$ cat config.mk
export PLATFORM = sky130hd
export DESIGN_NAME = attosoc_uart
export DESIGN_NICKNAME = d
export VERILOG_FILES = /design/src/rtl/attosoc_uart.sv
export SDC_FILE = /design/constraint.sdc
export NUM_CORES = 1
export LEC_CHECK = 0
export BUFFER_PORTS_ARGS = -buffer_cell sky130_fd_sc_hd__buf_2
export CAP_MARGIN = 5
export CORE_ASPECT_RATIO = 1.4
export CORE_MARGIN = 2
export CORE_UTILIZATION = 49
export CTS_BUF_LIST = sky130_fd_sc_hd__clkbuf_8
export CTS_CLUSTER_DIAMETER = 200
export DETAILED_ROUTE_END_ITERATION = 6
export HOLD_SLACK_MARGIN = 0.15
export PLACE_DENSITY = 0.75
export SYNTH_ARGS = -nofsm -noshare
export SYNTH_HDL_FRONTEND = slang
export SYNTH_SLANG_ARGS = --single-unit
$ cat constraint.sdc
create_clock -name clk -period 5.1 [get_ports clk]
set_input_delay 0.255 -clock clk [delete_from_list [all_inputs] [get_ports clk]]
set_output_delay 0.255 -clock clk [all_outputs]
set_load 0.1 [all_outputs]
$ cat src/rtl/attosoc_uart.sv
// attosoc_uart: memory-mapped 8N1 UART with programmable baud divider, DIV at 0x0, DATA at 0x4
module attosoc_uart #(
  parameter int unsigned DEFAULT_DIV = 434
) (
  input  logic        clk,
  input  logic        resetn,
  input  logic        iomem_valid,
  output logic        iomem_ready,
  input  logic [3:0]  iomem_addr,
  input  logic [31:0] iomem_wdata,
  input  logic [3:0]  iomem_wstrb,
  output logic [31:0] iomem_rdata,
  output logic        ser_tx,
  input  logic        ser_rx
);
  typedef enum logic [2:0] {RX_IDLE, RX_START, RX_DATA, RX_STOP, RX_WAIT} rx_state_t;
  logic [31:0] r_div, w_div, r_tx_cnt, r_rx_cnt, w_rx_cnt;
  logic [8:0]  r_tx_sh;
  logic [3:0]  r_tx_nb;
  logic        r_tx_busy, r_ser_tx;
  logic        r_rx_s1, r_rx_s2, r_rx_prev, r_rx_valid, w_rx_done;
  logic [7:0]  r_rx_byte, r_rx_sh, w_rx_sh;
  logic [2:0]  r_rx_nb, w_rx_nb;
  rx_state_t   r_rx_state, w_rx_state;
  logic        w_sel_div, w_sel_data, w_tx_last, w_tx_idle, w_tx_wr, w_rx_rd;
  assign w_div      = (r_div < 32'd4) ? 32'd4 : r_div;
  assign w_sel_div  = iomem_addr == 4'h0;
  assign w_sel_data = iomem_addr == 4'h4;
  // the final stop-bit cycle counts as idle so a waiting write starts the next frame seamlessly
  assign w_tx_last  = r_tx_busy && r_tx_cnt == 32'd0 && r_tx_nb == 4'd0;
  assign w_tx_idle  = !r_tx_busy || w_tx_last;
  assign w_tx_wr    = iomem_valid && w_sel_data && iomem_wstrb[0] && w_tx_idle;
  assign w_rx_rd    = iomem_valid && w_sel_data && iomem_wstrb == 4'h0;
  assign iomem_ready = iomem_valid && !(w_sel_data && iomem_wstrb[0] && !w_tx_idle);
  assign iomem_rdata = w_sel_div ? r_div :
                       w_sel_data ? (r_rx_valid ? {24'h0, r_rx_byte} : 32'hFFFF_FFFF) : 32'h0;
  assign ser_tx = r_ser_tx;
  always_ff @(posedge clk or negedge resetn)
    if (!resetn) r_div <= DEFAULT_DIV;
    else if (iomem_valid && w_sel_div)
      for (int i = 0; i < 4; i++)
        if (iomem_wstrb[i]) r_div[8*i +: 8] <= iomem_wdata[8*i +: 8];
  always_ff @(posedge clk or negedge resetn)
    if (!resetn) begin
      r_ser_tx  <= 1'b1;
      r_tx_busy <= 1'b0;
      r_tx_sh   <= '0;
      r_tx_nb   <= '0;
      r_tx_cnt  <= '0;
    end else if (w_tx_wr) begin
      r_ser_tx  <= 1'b0;
      r_tx_busy <= 1'b1;
      r_tx_sh   <= {1'b1, iomem_wdata[7:0]};
      r_tx_nb   <= 4'd9;
      r_tx_cnt  <= w_div - 32'd1;
    end else if (r_tx_busy) begin
      if (r_tx_cnt != 32'd0) r_tx_cnt <= r_tx_cnt - 32'd1;
      else if (r_tx_nb == 4'd0) r_tx_busy <= 1'b0;
      else begin
        r_ser_tx <= r_tx_sh[0];
        r_tx_sh  <= {1'b0, r_tx_sh[8:1]};
        r_tx_nb  <= r_tx_nb - 4'd1;
        r_tx_cnt <= w_div - 32'd1;
      end
    end
  always_ff @(posedge clk or negedge resetn)
    if (!resetn) {r_rx_s1, r_rx_s2, r_rx_prev} <= 3'b111;
    else begin
      r_rx_s1   <= ser_rx;
      r_rx_s2   <= r_rx_s1;
      r_rx_prev <= r_rx_s2;
    end
  always_comb begin
    w_rx_state = r_rx_state;
    w_rx_cnt   = r_rx_cnt;
    w_rx_nb    = r_rx_nb;
    w_rx_sh    = r_rx_sh;
    w_rx_done  = 1'b0;
    case (r_rx_state)
      RX_IDLE:
        if (r_rx_prev && !r_rx_s2) begin
          w_rx_state = RX_START;
          w_rx_cnt   = (w_div >> 1) - 32'd1;
        end
      RX_START:
        if (r_rx_cnt != 32'd0) w_rx_cnt = r_rx_cnt - 32'd1;
        else if (r_rx_s2) w_rx_state = RX_IDLE;
        else begin
          w_rx_state = RX_DATA;
          w_rx_cnt   = w_div - 32'd1;
          w_rx_nb    = 3'd0;
        end
      RX_DATA:
        if (r_rx_cnt != 32'd0) w_rx_cnt = r_rx_cnt - 32'd1;
        else begin
          w_rx_sh    = {r_rx_s2, r_rx_sh[7:1]};
          w_rx_cnt   = w_div - 32'd1;
          w_rx_nb    = r_rx_nb + 3'd1;
          w_rx_state = (r_rx_nb == 3'd7) ? RX_STOP : RX_DATA;
        end
      RX_STOP:
        if (r_rx_cnt != 32'd0) w_rx_cnt = r_rx_cnt - 32'd1;
        else begin
          w_rx_done  = r_rx_s2;
          w_rx_state = r_rx_s2 ? RX_IDLE : RX_WAIT;
        end
      RX_WAIT: w_rx_state = r_rx_s2 ? RX_IDLE : RX_WAIT;
      default: w_rx_state = RX_IDLE;
    endcase
  end
  always_ff @(posedge clk or negedge resetn)
    if (!resetn) begin
      r_rx_state <= RX_IDLE;
      r_rx_cnt   <= '0;
      r_rx_nb    <= '0;
      r_rx_sh    <= '0;
      r_rx_byte  <= '0;
      r_rx_valid <= 1'b0;
    end else begin
      r_rx_state <= w_rx_state;
      r_rx_cnt   <= w_rx_cnt;
      r_rx_nb    <= w_rx_nb;
      r_rx_sh    <= w_rx_sh;
      if (w_rx_done) r_rx_byte <= r_rx_sh;
      r_rx_valid <= w_rx_done ? 1'b1 : (w_rx_rd ? 1'b0 : r_rx_valid);
    end
endmodule

# [Yosys cells after proc, flatten, opt, wreduce, memory -nomap -nowiden]
# Index checks and enable logic that the tools add are counted.
[classes] n_lt_le_gt_ge=1 bitwise=1 n_addsub=6 reduce_logical=37 n_eq_ne=16 muxes=46
[ops] cell="$mux W32" count=13
[ops] cell="$pmux W32 S4" count=1
[ops] cell="$sub A32 B1 Y32 const B" count=3
[ops] cell="$reduce_bool A32 Y1" count=2
[ops] cell="$mux W9" count=4
[ops] cell="$logic_not A32 Y1" count=1
[ops] cell="$lt A32 B3 Y1 const B" count=1
[ops] cell="$sub A31 B1 Y32 const B" count=1
[ops] cell="$mux W3" count=8
[ops] cell="$mux W4" count=4
[ops] cell="$ne A2 B2 Y1 const B" count=8
[ops] cell="$pmux W3 S5" count=1
[ops] cell="$mux W1" count=13
[ops] cell="$logic_not A4 Y1" count=3
[ops] cell="$reduce_and A2 Y1" count=6
[ops] cell="$reduce_and A4 Y1" count=3
[ops] cell="$logic_and A1 B1 Y1" count=11
[ops] cell="$eq A3 B2 Y1 const B" count=2
[ops] cell="$eq A3 B3 Y1 const B" count=2
[ops] cell="$ne A3 B3 Y1 const B" count=2
[ops] cell="$pmux W3 S2" count=1
[ops] cell="$reduce_bool A2 Y1" count=3
[ops] cell="$eq A4 B3 Y1 const B" count=1
[ops] cell="$logic_not A1 Y1" count=4
[ops] cell="other kinds (9)" count=9
[word_totals] reg_bits=137 output_inout_bits=34 word_cells=125 in_bits=44

# [Logic depth before layout (Yosys ltp)]
[logic_depth] depth_word=8 ltp_mapped=15 depth_no_buf=13

# [Least setup slack after synthesis]
# Ideal clock, no wire load.
[synth_timing] kind="reg2reg" from="register r_div[20]" to="register r_rx_cnt[15]" period_less_slack_ns=4.435 required_time_ns=4.964 t_arrival_ns=4.300 setup_time_ns=0.136 setup_slack_ns=0.665 stages_incl_launch_ff=16 n_path_buf=2 cell_sequence="dfrtp_1 -> clkbuf_1 -> or4_1 -> or4_1 -> buf_2 -> nor3_1 -> nand2_1 -> nand2_1 -> ha_1 -> nor4b_1 -> nand3_1 -> or3_1 -> nor2_1 -> xor2_1 -> a221oi_1 -> o21ai_0"
[synth_between] elab_chain_len=6 elab_cells_between_ends=9 cone_classes="2 x add/sub; 1 x order compare; 6 x mux"
[synth_rtl] element="from (decl)" line="17" rtl="logic [31:0] r_div, w_div, r_tx_cnt, r_rx_cnt, w_rx_cnt;"
[synth_rtl] element="from (signal, indexed assignment)" line="42" rtl="if (iomem_wstrb[i]) r_div[8*i +: 8] <= iomem_wdata[8*i +: 8];"
[synth_rtl] element="$lt A32 B3 Y1 *" line="26" rtl="assign w_div = (r_div < 32'd4) ? 32'd4 : r_div;"
[synth_rtl] element="$mux W32 *" line="26"
[synth_rtl] element="$sub A32 B1 Y32" line="90, 97"
[synth_rtl] element="$mux W32" line="87" rtl="else if (r_rx_s2) w_rx_state = RX_IDLE;"
[synth_rtl] element="$mux W32" line="86" rtl="if (r_rx_cnt != 32'd0) w_rx_cnt = r_rx_cnt - 32'd1;"
[synth_rtl] element="$pmux W32 S4 *" line="79" rtl="case (r_rx_state)"
[synth_rtl] element="to (signal assigned)" line="121" rtl="r_rx_cnt <= w_rx_cnt;"
[synth_rtl] element="to (decl)" line="17"
# Every way passes the cells marked *; elsewhere a longest branch is shown, timed or not. The select of a mux whose other input is x is not followed.
# A chain may end at the register's enable or synchronous reset.

# [Worst setup path in the final report]
[layout_timing] from="register r_div[21]" to="register r_tx_cnt[29]"
[layout_between] elab_chain_len=7
[layout_rtl] element="$lt A32 B3 Y1" line="26"
[layout_rtl] element="$mux W32 *" line="26"
[layout_rtl] element="$sub A32 B1 Y32 *" line="55, 63"
[layout_rtl] element="$mux W32" line="58" rtl="else if (r_tx_nb == 4'd0) r_tx_busy <= 1'b0;"
[layout_rtl] element="$mux W32" line="57" rtl="if (r_tx_cnt != 32'd0) r_tx_cnt <= r_tx_cnt - 32'd1;"
[layout_rtl] element="$mux W32" line="56" rtl="end else if (r_tx_busy) begin"
[layout_rtl] element="$mux W32 *" line="50" rtl="end else if (w_tx_wr) begin"
[layout_rtl] element="to (signal assigned)" line="55" rtl="r_tx_cnt <= w_div - 32'd1;"
[layout_rtl] element="to (signal assigned)" line="57"
[layout_rtl] element="to (signal assigned)" line="63" rtl="r_tx_cnt <= w_div - 32'd1;"
[layout_rtl] element="to (decl)" line="17"
# Marked as above.

==> results.ini <==
[timing]
setup_ws_ns = 0.7221
slew-limit-headroom_pct = 20.85
min_period_ns = 4.378
fin_skew_ns = 0.01367
fin_crit_sh_pct = 85.84
hold_viol = 0
rsz0062_at_grt = false
tns_ns = 0
worst_pin_slew_ns = 1.176
final_max_slew_viol_count = 0
fmax_ghz = 0.2284
finalSetupViolations = 0

[cells_and_area]
fill_cells = 1569
area_delta_synth_final_pct = 15.83
final_cells = 1361
multi_input_area_mm2 = 0.005144
nets = 1160
drive_gt1_share_pct = 19.27
final_cell_area_mm2 = 0.01036
seq_area_mm2 = 0.003440
n_antenna_cell = 0

[setup_path]
cp-start-kind = register
critPathBufInv = 2
critPathMostFrequentCell = nand2_1
required_ns = 5.49
crit_path_top_delay_cell = or4_1
path_max_fanout = 7
path_delay_family = simple AND/OR/NAND/NOR gates
crit_path_max_incr_delay_ns = 0.66
arrival_ns = 4.76
path_cells = or4_1 -> or4_1 -> nor3_1 -> buf_4 -> nand2_1 -> nand2_1 -> ha_1 -> nor4b_1 -> buf_4 -> nand4_1 -> nor4_1 -> nand2_1 -> xnor2_1 -> o21ai_0 -> a22oi_1
setup.worst_path.end_class = register
criticalPathCategory = reg -> reg

[drt]
topRoutingLayerUsed = met4
viasPerCell = 6.403
drtPass1Iterations = 7
wl_per_cell_um = 20.33
routed-wl-met2_mm = 13.51
ant_nets = 0
vias = 8715
wl_met1_mm = 10.62
wirelength_mm = 27.67
wl_met3_mm = 1.868
drtIter0Drc = 753
drc_errors = 1

[placement]
io_buffers = 77
placed_cell_area_mm2 = 0.009557
routabilityCongestion = 0.9786
hpwlAfterDp_mm = 19.86
preCtsSetupSlack_ns = 0.7579
placed_cells = 1292

[yosys]
ys_seq_area_share_pct = 38.44
synth-edff-count = 0
synth_ff_type = dfrtp_1
synth.distinct_cells = 77
synthArstFlopShare_pct = 100.0
synthesis.area_mm2 = 0.008947
yosysTopAreaCellShare_pct = 35.80
ys_warn_count = 0
ys_top_cells_by_count = dfrtp_1 (128), o21ai_0 (95), nand2_1 (86)
avgSynthCellArea_um2 = 8.746
syn_nets = 1075
synth_top_cell_by_area = dfrtp_1
yosys-top-cells-area = dfrtp_1 (36%), mux2_2 (6.0%), o21ai_0 (5.3%)
ys_seq_elements = 137
yosysMostFrequentCell = dfrtp_1
syn_inst = 1023

[clocking]
clkTransAtPathRegs_ns = 0.08
cts_sinks = 137
cts-resized-gates = 0
cts_tree = yes
root_buffer = clkbuf_8
htreeDepth = 4
cts_made_buffers = 17
cts_buffer_depth = 2
insertion_delay_ns = 0.47

[worst_hold_path]
min-delay-path-class = in -> async

[power]
power_leakage_uw = 0.004583
p_per_area_mw_per_mm2 = 385.6
vdd_ir_drop_max_mv = 0.2150

[die]
die-height_um = 163.9
rows = 58
pin_count = 78
core_mm2 = 0.01792
start_util_pct = 49.92
die-width_um = 118.2
die-area_mm2 = 0.01937

[global_route]
antenna_found_initial = 0
grt_overflow = 0
first_global_vias = 8450
track_usage_pct = 29.13
grt_pass1_wl_mm = 44.63
grt_max_degree = 84

[status]
violations = design-rule violations
status = complete, but fails checks

[flow_run]
drv_cap = 0

## placed cells by master, fill, tap and decap left out, types with 18 or more instances in the layout
cell type      Yosys  routed
dfrtp_1          128     128
o21ai_0           95      95
nand2_1           86      86
nor2_1            83      83
buf_2              8      76
nor3_1            56      56
mux2_2            48      48
a21oi_1           42      40
dlygate4sd3_1      0      37
nand3_1           33      33
nor4_1            33      32
xor2_1            31      31
buf_4              3      29
a21o_1            28      28
xnor2_1           26      26
or4_1             20      20
inv_1             16      18
## worst paths after layout
kind,startpoint,to,slack [ns],cells after the start
setup reg to reg,r_div[21]$_DFFE_PN0P_,r_tx_cnt[29]$_DFFE_PN0P_,0.72,15
min in group clk,r_rx_s1$_DFF_PN1_,r_rx_s2$_DFF_PN1_,0.40,0
setup / recovery,r_div[21]$_DFFE_PN0P_,r_tx_cnt[29]$_DFFE_PN0P_,0.72,15
hold / removal,resetn,r_rx_sh[1]$_DFFE_PN0P_,0.40,2
hold reg to reg,r_rx_s1$_DFF_PN1_,r_rx_s2$_DFF_PN1_,0.40,0
max in group asynchronous,resetn,r_rx_cnt[25]$_DFFE_PN0P_,3.50,3
## metrics by stage
stage / power (µW) / hold slack, ns / util [%]
global route: 4220 / 0.3913 / 57.82
floorplan: 2555 / -0.04059 / -
global placement: 2919 / 0.3542 / 53.32
finish: 3996 / 0.3951 / 57.82
CTS: 3966 / 0.3984 / 57.82
detailed placement: 2950 / 0.3499 / 53.32
## power by group
| group | total [µW] | leakage, µW | switching (µW) | internal, µW |
|---|---|---|---|---|
| Combinational | 1280 | 0.00263 | 774 | 510 |
| Sequential | 1710 | 0.00174 | 369 | 1340 |
| Clock | 999 | 0.000221 | 464 | 535 |
## layout make-up
type                    instances  area share, %
flip-flops and latches        137          33.19
well taps                     240          2.897
multi-input cells             792          49.63
inverters                      17         0.6157
clock buffers                  17          2.258
clock inverters                15          1.956
repair buffers                143          9.453
## registers in the layout, indices dropped and copies added, names as in the netlist
name	flops
r_div	32
r_rx_cnt	32
r_tx_cnt	32
r_tx_sh	9
r_rx_byte	8
r_rx_sh	8
r_tx_nb	4
r_rx_nb	3
r_rx_state	3
r_rx_prev	1
r_rx_s1	1
r_rx_s2	1
r_rx_valid	1
r_tx_busy	1
ser_tx	1
## routing by layer
layer	up-vias	GRT usage, %
met5	-	0
met4	0	17.91
met3	117	4.792
met2	459	49.53
met1	4172	34.51
li1	3967	-
## what timing repair did
item	CTS	global route
endpoints found under the hold margin	118	0
hold buffers	37	0
buffers inserted	0	0
## cells by family after synthesis
group | Yosys count | share of synthesized area [%]
adder cells (fa/ha/maj) | 8 | 1.119
XOR/XNOR | 57 | 5.580
flip-flops | 137 | 38.44
AND/OR/NAND/NOR | 389 | 22.46
buffers and inverters | 94 | 4.363
multiplexers | 58 | 7.160
AO/OA/AOI/OAI | 280 | 20.88
Power figures use the tool's default switching activity.
